**config.mk**
```make
export PLATFORM = sky130hd
export DESIGN_NAME = mont_exp_ctrl
export DESIGN_NICKNAME = d
export VERILOG_FILES = /design/src/rtl/mont_exp_ctrl.sv
export SDC_FILE = /design/constraint.sdc
export NUM_CORES = 2
export LEC_CHECK = 0
export BUFFER_PORTS_ARGS = -buffer_cell sky130_fd_sc_hd__buf_2
export CAP_MARGIN = 20
export CELL_PAD_IN_SITES_DETAIL_PLACEMENT = 1
export CELL_PAD_IN_SITES_GLOBAL_PLACEMENT = 1
export CORE_AREA = 2 2 610 612
export DETAILED_ROUTE_END_ITERATION = 12
export DIE_AREA = 0 0 612 614
export PLACE_DENSITY_LB_ADDON = 0.1
export SLEW_MARGIN = 0
export SYNTH_ARGS = -nofsm -noshare
export SYNTH_HDL_FRONTEND = slang
export SYNTH_SLANG_ARGS = --single-unit
```
**constraint.sdc**
```tcl
create_clock -name clk -period 2.3 [get_ports clk]
set_input_delay 0.23 -clock clk [delete_from_list [all_inputs] [get_ports clk]]
set_output_delay 0.23 -clock clk [all_outputs]
set_load 0.02 [all_outputs]
```
**src/rtl/mont_exp_ctrl.sv**
```systemverilog
// mont_exp_ctrl: LSB-first square-and-multiply sequencer that drives an external Montgomery multiplier.
// Optional macro MONT_EXP_EARLY_EXIT_EN stops as soon as the remaining exponent bits are all zero.
module mont_exp_ctrl #(
  parameter int EXP_BITS = 256
) (
  input  logic                clk,
  input  logic                rst_n,
  input  logic                start,
  input  logic [256:0]        s_in,
  input  logic [EXP_BITS-1:0] e,
  output logic                ma_start,
  output logic [255:0]        ma_a,
  output logic [255:0]        ma_b,
  input  logic [256:0]        ma_v,
  input  logic                ma_ready,
  output logic [255:0]        result,
  output logic                done,
  output logic                busy,
  output logic                err
);

  localparam int CNT_W = $clog2(EXP_BITS + 1);

  typedef enum logic [2:0] {IDLE, CHK, MUL, MUL_W, SQR, SQR_W, FIN} state_t;

  state_t              state, state_nxt;
  logic [255:0]        r, t;
  logic [EXP_BITS-1:0] x;
  logic [CNT_W-1:0]    cnt;
  logic                armed;
  logic                accept;
  logic                unused_s_in_msb;

  // armed stays low for the first wait cycle so a ready left over from the previous product is never taken
  assign accept          = armed && ma_ready;
  assign unused_s_in_msb = s_in[256];

`ifdef MONT_EXP_EARLY_EXIT_EN
  logic rest_zero;
  assign rest_zero = (x >> 1) == '0;
`endif

  always_ff @(posedge clk or negedge rst_n) begin
    if (!rst_n) state <= IDLE;
    else        state <= state_nxt;
  end

  always_comb begin
    state_nxt = state;
    ma_start  = 1'b0;
    ma_a      = '0;
    ma_b      = '0;
    busy      = (state != IDLE);
    case (state)
      IDLE: if (start) state_nxt = CHK;
      CHK: begin
        if (cnt == CNT_W'(EXP_BITS)) state_nxt = FIN;
`ifdef MONT_EXP_EARLY_EXIT_EN
        else if (x == '0)            state_nxt = FIN;
`endif
        else if (x[0])               state_nxt = MUL;
        else                         state_nxt = SQR;
      end
      MUL: begin
        ma_start  = 1'b1;
        ma_a      = r;
        ma_b      = t;
        state_nxt = MUL_W;
      end
      MUL_W: begin
        ma_a = r;
        ma_b = t;
        if (accept) begin
`ifdef MONT_EXP_EARLY_EXIT_EN
          state_nxt = rest_zero ? FIN : SQR;
`else
          state_nxt = SQR;
`endif
        end
      end
      SQR: begin
        ma_start  = 1'b1;
        ma_a      = t;
        ma_b      = t;
        state_nxt = SQR_W;
      end
      SQR_W: begin
        ma_a = t;
        ma_b = t;
        if (accept) state_nxt = CHK;
      end
      FIN:     state_nxt = IDLE;
      default: state_nxt = IDLE;
    endcase
  end

  // R accumulates in the normal domain (1 * M * ...), T holds the Montgomery-form base powers
  always_ff @(posedge clk or negedge rst_n) begin
    if (!rst_n) begin
      r      <= '0;
      t      <= '0;
      x      <= '0;
      cnt    <= '0;
      armed  <= 1'b0;
      result <= '0;
      done   <= 1'b0;
      err    <= 1'b0;
    end else begin
      done <= 1'b0;
      case (state)
        IDLE: begin
          if (start) begin
            t   <= s_in[255:0];
            x   <= e;
            r   <= 256'd1;
            cnt <= '0;
            err <= 1'b0;
          end
        end
        MUL, SQR: armed <= 1'b0;
        MUL_W: begin
          armed <= 1'b1;
          if (accept) begin
            r <= ma_v[255:0];
            if (ma_v[256]) err <= 1'b1;
          end
        end
        SQR_W: begin
          armed <= 1'b1;
          if (accept) begin
            t   <= ma_v[255:0];
            x   <= x >> 1;
            cnt <= cnt + 1'b1;
            if (ma_v[256]) err <= 1'b1;
          end
        end
        FIN: begin
          result <= r;
          done   <= 1'b1;
        end
        default: ;
      endcase
    end
  end

endmodule

```
Word level (Yosys, flattened, before mapping)
Cells that the tools add are included.
{ "word_totals": {"reg_bits": 1039, "input_bits": 774, "elab_cells": 64, "out_inout_bits": 772} }
{ "op_classes": {"n_reduce_logical": 16, "mux": 26, "eq_ne": 12, "add_sub_neg": 1} }
{ "ops": {"columns": ["cell", "n"], "rows": [
  ["case mux 256 bit (2 select lines)", 4],
  ["two-way mux 256 bit", 6],
  ["two-way mux 9 bit", 2],
  ["case mux 3 bit (6 select lines)", 1],
  ["case mux 9 bit (2 select lines)", 1],
  ["two-way mux 3 bit", 5],
  ["adder 9 x 1 -> 9 bit, second input constant", 1],
  ["== test 3 bit, second input constant", 3],
  ["== test 9 bit, second input constant", 1],
  ["AND reduction 3 bit", 3],
  ["nonzero test 2 bit", 4],
  ["OR reduction 2 bit", 4],
  ["== test 3 x 2 -> 1 bit, second input constant", 2],
  ["inequality test 2 bit, second input constant", 3],
  ["two-way mux 1 bit", 5],
  ["inequality test 2 x 1 -> 1 bit, second input constant", 2],
  ["case mux 1 bit (2 select lines)", 2],
  ["AND reduction 4 bit", 1],
  ["OR reduction 4 bit", 1],
  ["== test 3 x 1 -> 1 bit, second input constant", 1],
  ["zero test 3 bit", 1],
  ["nonzero test 3 bit", 1],
  ["logical AND 1 bit", 1]
]} }

Longest topological paths before layout
{ "logic_depth": {"depth_word": 4, "mapped_depth": 8, "mapped_depth_nobuf": 6} }

Worst setup path after synthesis
OpenSTA, ideal clock, no wires.
{ "synth_timing": {"path_kind": "register to output", "from": "register state[1]", "to": "output port ma_a[125]", "required_time_ns": 2.070, "slack_ns": 0.191, "path_stages_with_launch": 8, "n_path_buf": 3, "t_arrival_ns": 1.879, "path_cell_list": "dfrtp_1 -> buf_4 -> inv_2 -> ha_1 -> clkbuf_1 -> buf_1 -> a22oi_1 -> nor2_1"} }
{ "synth_via": {"elab_chain_cells": 3, "word_cells_on_any_way": 7, "classes_between": "eq/ne (4); mux (1); reduce/logical (2)"} }
{ "synth_lines": {"columns": ["element", "line_no", "text"], "rows": [
  ["start, declared", "26", "state_t state, state_nxt;"],
  ["start signal, assigned", "45", "else state <= state_nxt;"],
  ["== test 3 bit / == test 3 x 2 -> 1 bit (equally long branches)", "54", "case (state)"],
  ["OR reduction 2 bit (no source line)", null, null],
  ["case mux 256 bit (2 select lines) (*)", "54", null],
  ["end, declared", "12", "output logic [255:0] ma_a,"]
]} }
Every way passes the cells marked *; elsewhere a longest branch is shown, timed or not.

Final worst setup path
{ "layout_timing": {"from": "register state[2]", "to": "output port ma_a[154]"} }
Same word-level chain as after synthesis.

==> results by group <==
Power and ir drop
  • Sw frac: 45.84%
  • Comb power frac: 51.3%
  • Maximum vdd drop: 0.5729 mV
  • Switching power: 52.17 mW
  • Power Density: 1424 nW/um^2
  • Internal power: 61.64 mW
  • Seq pwr share: 27.1%
  • P_leak: 36.00 nW
  • Clock power share: 21.5%
  • Total Power: 113.8 mW

Layout
  • Final Cell Area: 79930 um^2
  • Commonest non-fill, non-tap cell in the layout: nand2_1
  • Layout cells sized above 1: 32.37%
  • Nets: 8574
  • Final Util: 21.59%
  • Most frequent cells in the layout: 1542 x nand2_1, 1382 x buf_2, 1039 x dfrtp_1
  • Synth-to-layout area growth: 66.00%
  • Final cell count without fillers: 12912

Placed design
  • Buffers added on ports: 1544
  • DP Worst Slack: -0.04836 ns
  • DP Area: 63770 um^2
  • Inst Count DP: 11757
  • DP Wirelength: 251.3 mm
  • Placer Congestion: 0.8365

Worst setup path
  • Crit Path Category: flip-flop to output pin
  • Crit end category: output pin
  • Required time worst endpoint: 2.07 ns
  • Reg2Reg Setup Slack: -0.08 ns
  • Worst Setup Start Kind: flip-flop
  • CP arrival: 2.68 ns
  • Crit path max fanout: 14

Drt
  • Via density: 3.895
  • Initial DRC count: 2694
  • Via count: 50294
  • Post-Route WL: 335.0 mm
  • Antenna-violating nets left: 0
  • Drt first pass iters: 5
  • WL per Instance: 25.94 um
  • Remaining DRCs: 0

STA
  • WHS: 0.1158 ns
  • Final setup fails: 529
  • Final setup TNS: -242.59 ns
  • Max frequency: 343.5 MHz
  • Final min period: 2.911 ns
  • Max_slew headroom: 54.64%
  • Worst setup slack after layout: -0.6111 ns
  • Worst slew pin tran: 0.6805 ns
  • Slew Viols, Final: 0
  • RSZ-0062 raised after global routing: yes
  • Final number of hold-violating endpoints: 0
  • Clock skew: 0.05291 ns
  • Fin crit share: 126.6%

Clock network
  • Max Buffers Root-to-Sink: 4
  • CTS tree: yes
  • Reg clk slew, reported paths: 0.05 ns
  • CTS buffer count: 157
  • CTS Root Cell: clkbuf_16
  • CTS sink cnt: 1039
  • H-tree levels: 4
  • Clk_lat worst skew: 0.84 ns

Run status
  • Status: finished, violations left
  • Failing checks: negative setup slack

Synth
  • #FFs+latches synth: 1039
  • Post-synthesis instance area: 48150 um^2
  • Synth Warn #: 0
  • Async SR Flop Fraction: 100.0%
  • Post-synth top flop: dfrtp_1
  • Yosys cell types: 44
  • Syn nets: 6200
  • Post-synth EDFFs: 0
  • Seq/Total Area, Yosys: 54.00%
  • Gate Count Post-Synth: 5421
  • Mean area per synthesized cell: 8.883 um^2

Floorplanning
  • Standard-cell rows: 224
  • Die area: 375800 um^2
  • Initial Util: 13.01%
  • Ports: 1546
  • Die Span X: 612 um
  • Core Footprint: 370200 um^2
  • Die height: 614 um

Global route
  • Initial antenna violation count: 105
  • First-pass GRT wire length: 449.7 mm
  • GR Overflow Total: 0
  • Gr usage total: 16.95%
  • Largest net degree at the start of global routing: 98
  • Vias in the first global route: 53600

Hold path
  • Hold crit path type: input pin to asynchronous set/reset pin

Run
  • Max Cap Violations: 0
==> critical path, cell delays in order (launching register included) <==
cell     delay, ns
dfrtp_1       0.41
buf_6         0.14
ha_4          0.18
buf_12        0.16
buf_12        0.19
buf_16        0.16
a22oi_2       0.28
nor2_1        0.06
buf_2         0.16
==> synthesized netlist by cell type, types with 3 or more instances <==
library cell	n	area share (%)
buf_2	140	1.5
ha_1	5	0.13
clkbuf_1	243	1.9
inv_1	8	0.062
a22oi_1	256	4.0
buf_4	48	0.75
mux2_1	23	0.54
mux2_2	233	5.4
dfrtp_1	1039	54
buf_1	25	0.19
or3_1	4	0.052
nor2_1	771	6.0
a21oi_1	9	0.094
o21ai_0	265	2.8
nand3_1	7	0.073
nand2_1	1542	12
nor3_1	3	0.031
a31oi_1	512	6.7
or4_1	4	0.062
and2_1	256	3.3
==> power by group through the flow <==
| stage | combinational, mW | sequential [mW] | clock [mW] |
|---|---|---|---|
| final | 58.4 | 30.9 | 24.5 |
| after detailed placement | 50.7 | 31.0 | 0 |
| after floorplan | 25.8 | 29.8 | 0 |
| after global routing | 62.8 | 31.7 | 26.2 |
| after CTS | 57.0 | 30.8 | 25.7 |
| after global placement | 50.4 | 30.8 | 0 |
==> flip-flops by register name (all words and copies together), names as in the netlist <==
| signal | cells |
|---|---|
| r | 256 |
| result | 256 |
| t | 256 |
| x | 256 |
| cnt | 9 |
| state | 3 |
| armed | 1 |
| done | 1 |
| err | 1 |
==> worst paths after layout <==
path / start / to / cells past startpoint
max: state[2] / ma_a[154] / 8
min: rst_n / x[101] / 3
max reg2reg: state[2] / cnt[0] / 6
min reg2reg: result[231] / result[231] / 1
max in group asynchronous: rst_n / t[185] / 3
min in group clk: ma_v[221] / r[221] / 4
==> logic make-up (layout without fill, tap and decap cells) <==
| kind of cell | after synthesis | after routing | share of synthesized area (%) |
|---|---|---|---|
| compound gates | 1055 | 1055 | 13.71 |
| xor+xnor | 3 | 3 | 0.05458 |
| fa+ha+maj | 5 | 5 | 0.1299 |
| buf+inv | 466 | 2953 | 4.386 |
| flops | 1039 | 1039 | 54.00 |
| mux | 256 | 256 | 5.987 |
| other cells | 0 | 32 | 0 |
| simple gates | 2597 | 2597 | 21.74 |
==> metal layers <==
metal | wire, um | part of all wire [%] | GRT usage [%] | vias up
li1 | - | - | - | 23055
met1 | 146900 | 44 | 21.74 | 25473
met2 | 162800 | 49 | 29.10 | 1279
met3 | 13450 | 4.0 | 2.609 | 443
met4 | 11620 | 3.5 | 5.114 | 44
met5 | 289 | 0.086 | 0 | -
==> cell type report <==
| type | instances | area, um^2 |
|---|---|---|
| diodes | 32 | 80.08 |
| clock buffers | 236 | 4681 |
| clock inverters | 36 | 361.6 |
| fillers | 43195 | 290300 |
| inverters | 9 | 33.78 |
| multi-input cells | 3916 | 21050 |
| flip-flops and latches | 1039 | 26000 |
| well taps | 4972 | 6221 |
| repair buffers | 2672 | 21510 |
==> what timing repair did <==
action / in CTS / in global routing
hold buffers: 774 / 0
setup buffers: 26 / 22
endpoints found under the setup margin: 514 / 954
resized for setup: 298 / 246
cloned: 21 / 10
endpoints found under the hold margin: 1545 / 0
pin swaps: 7 / 29
(Power assumes the default switching activity.)
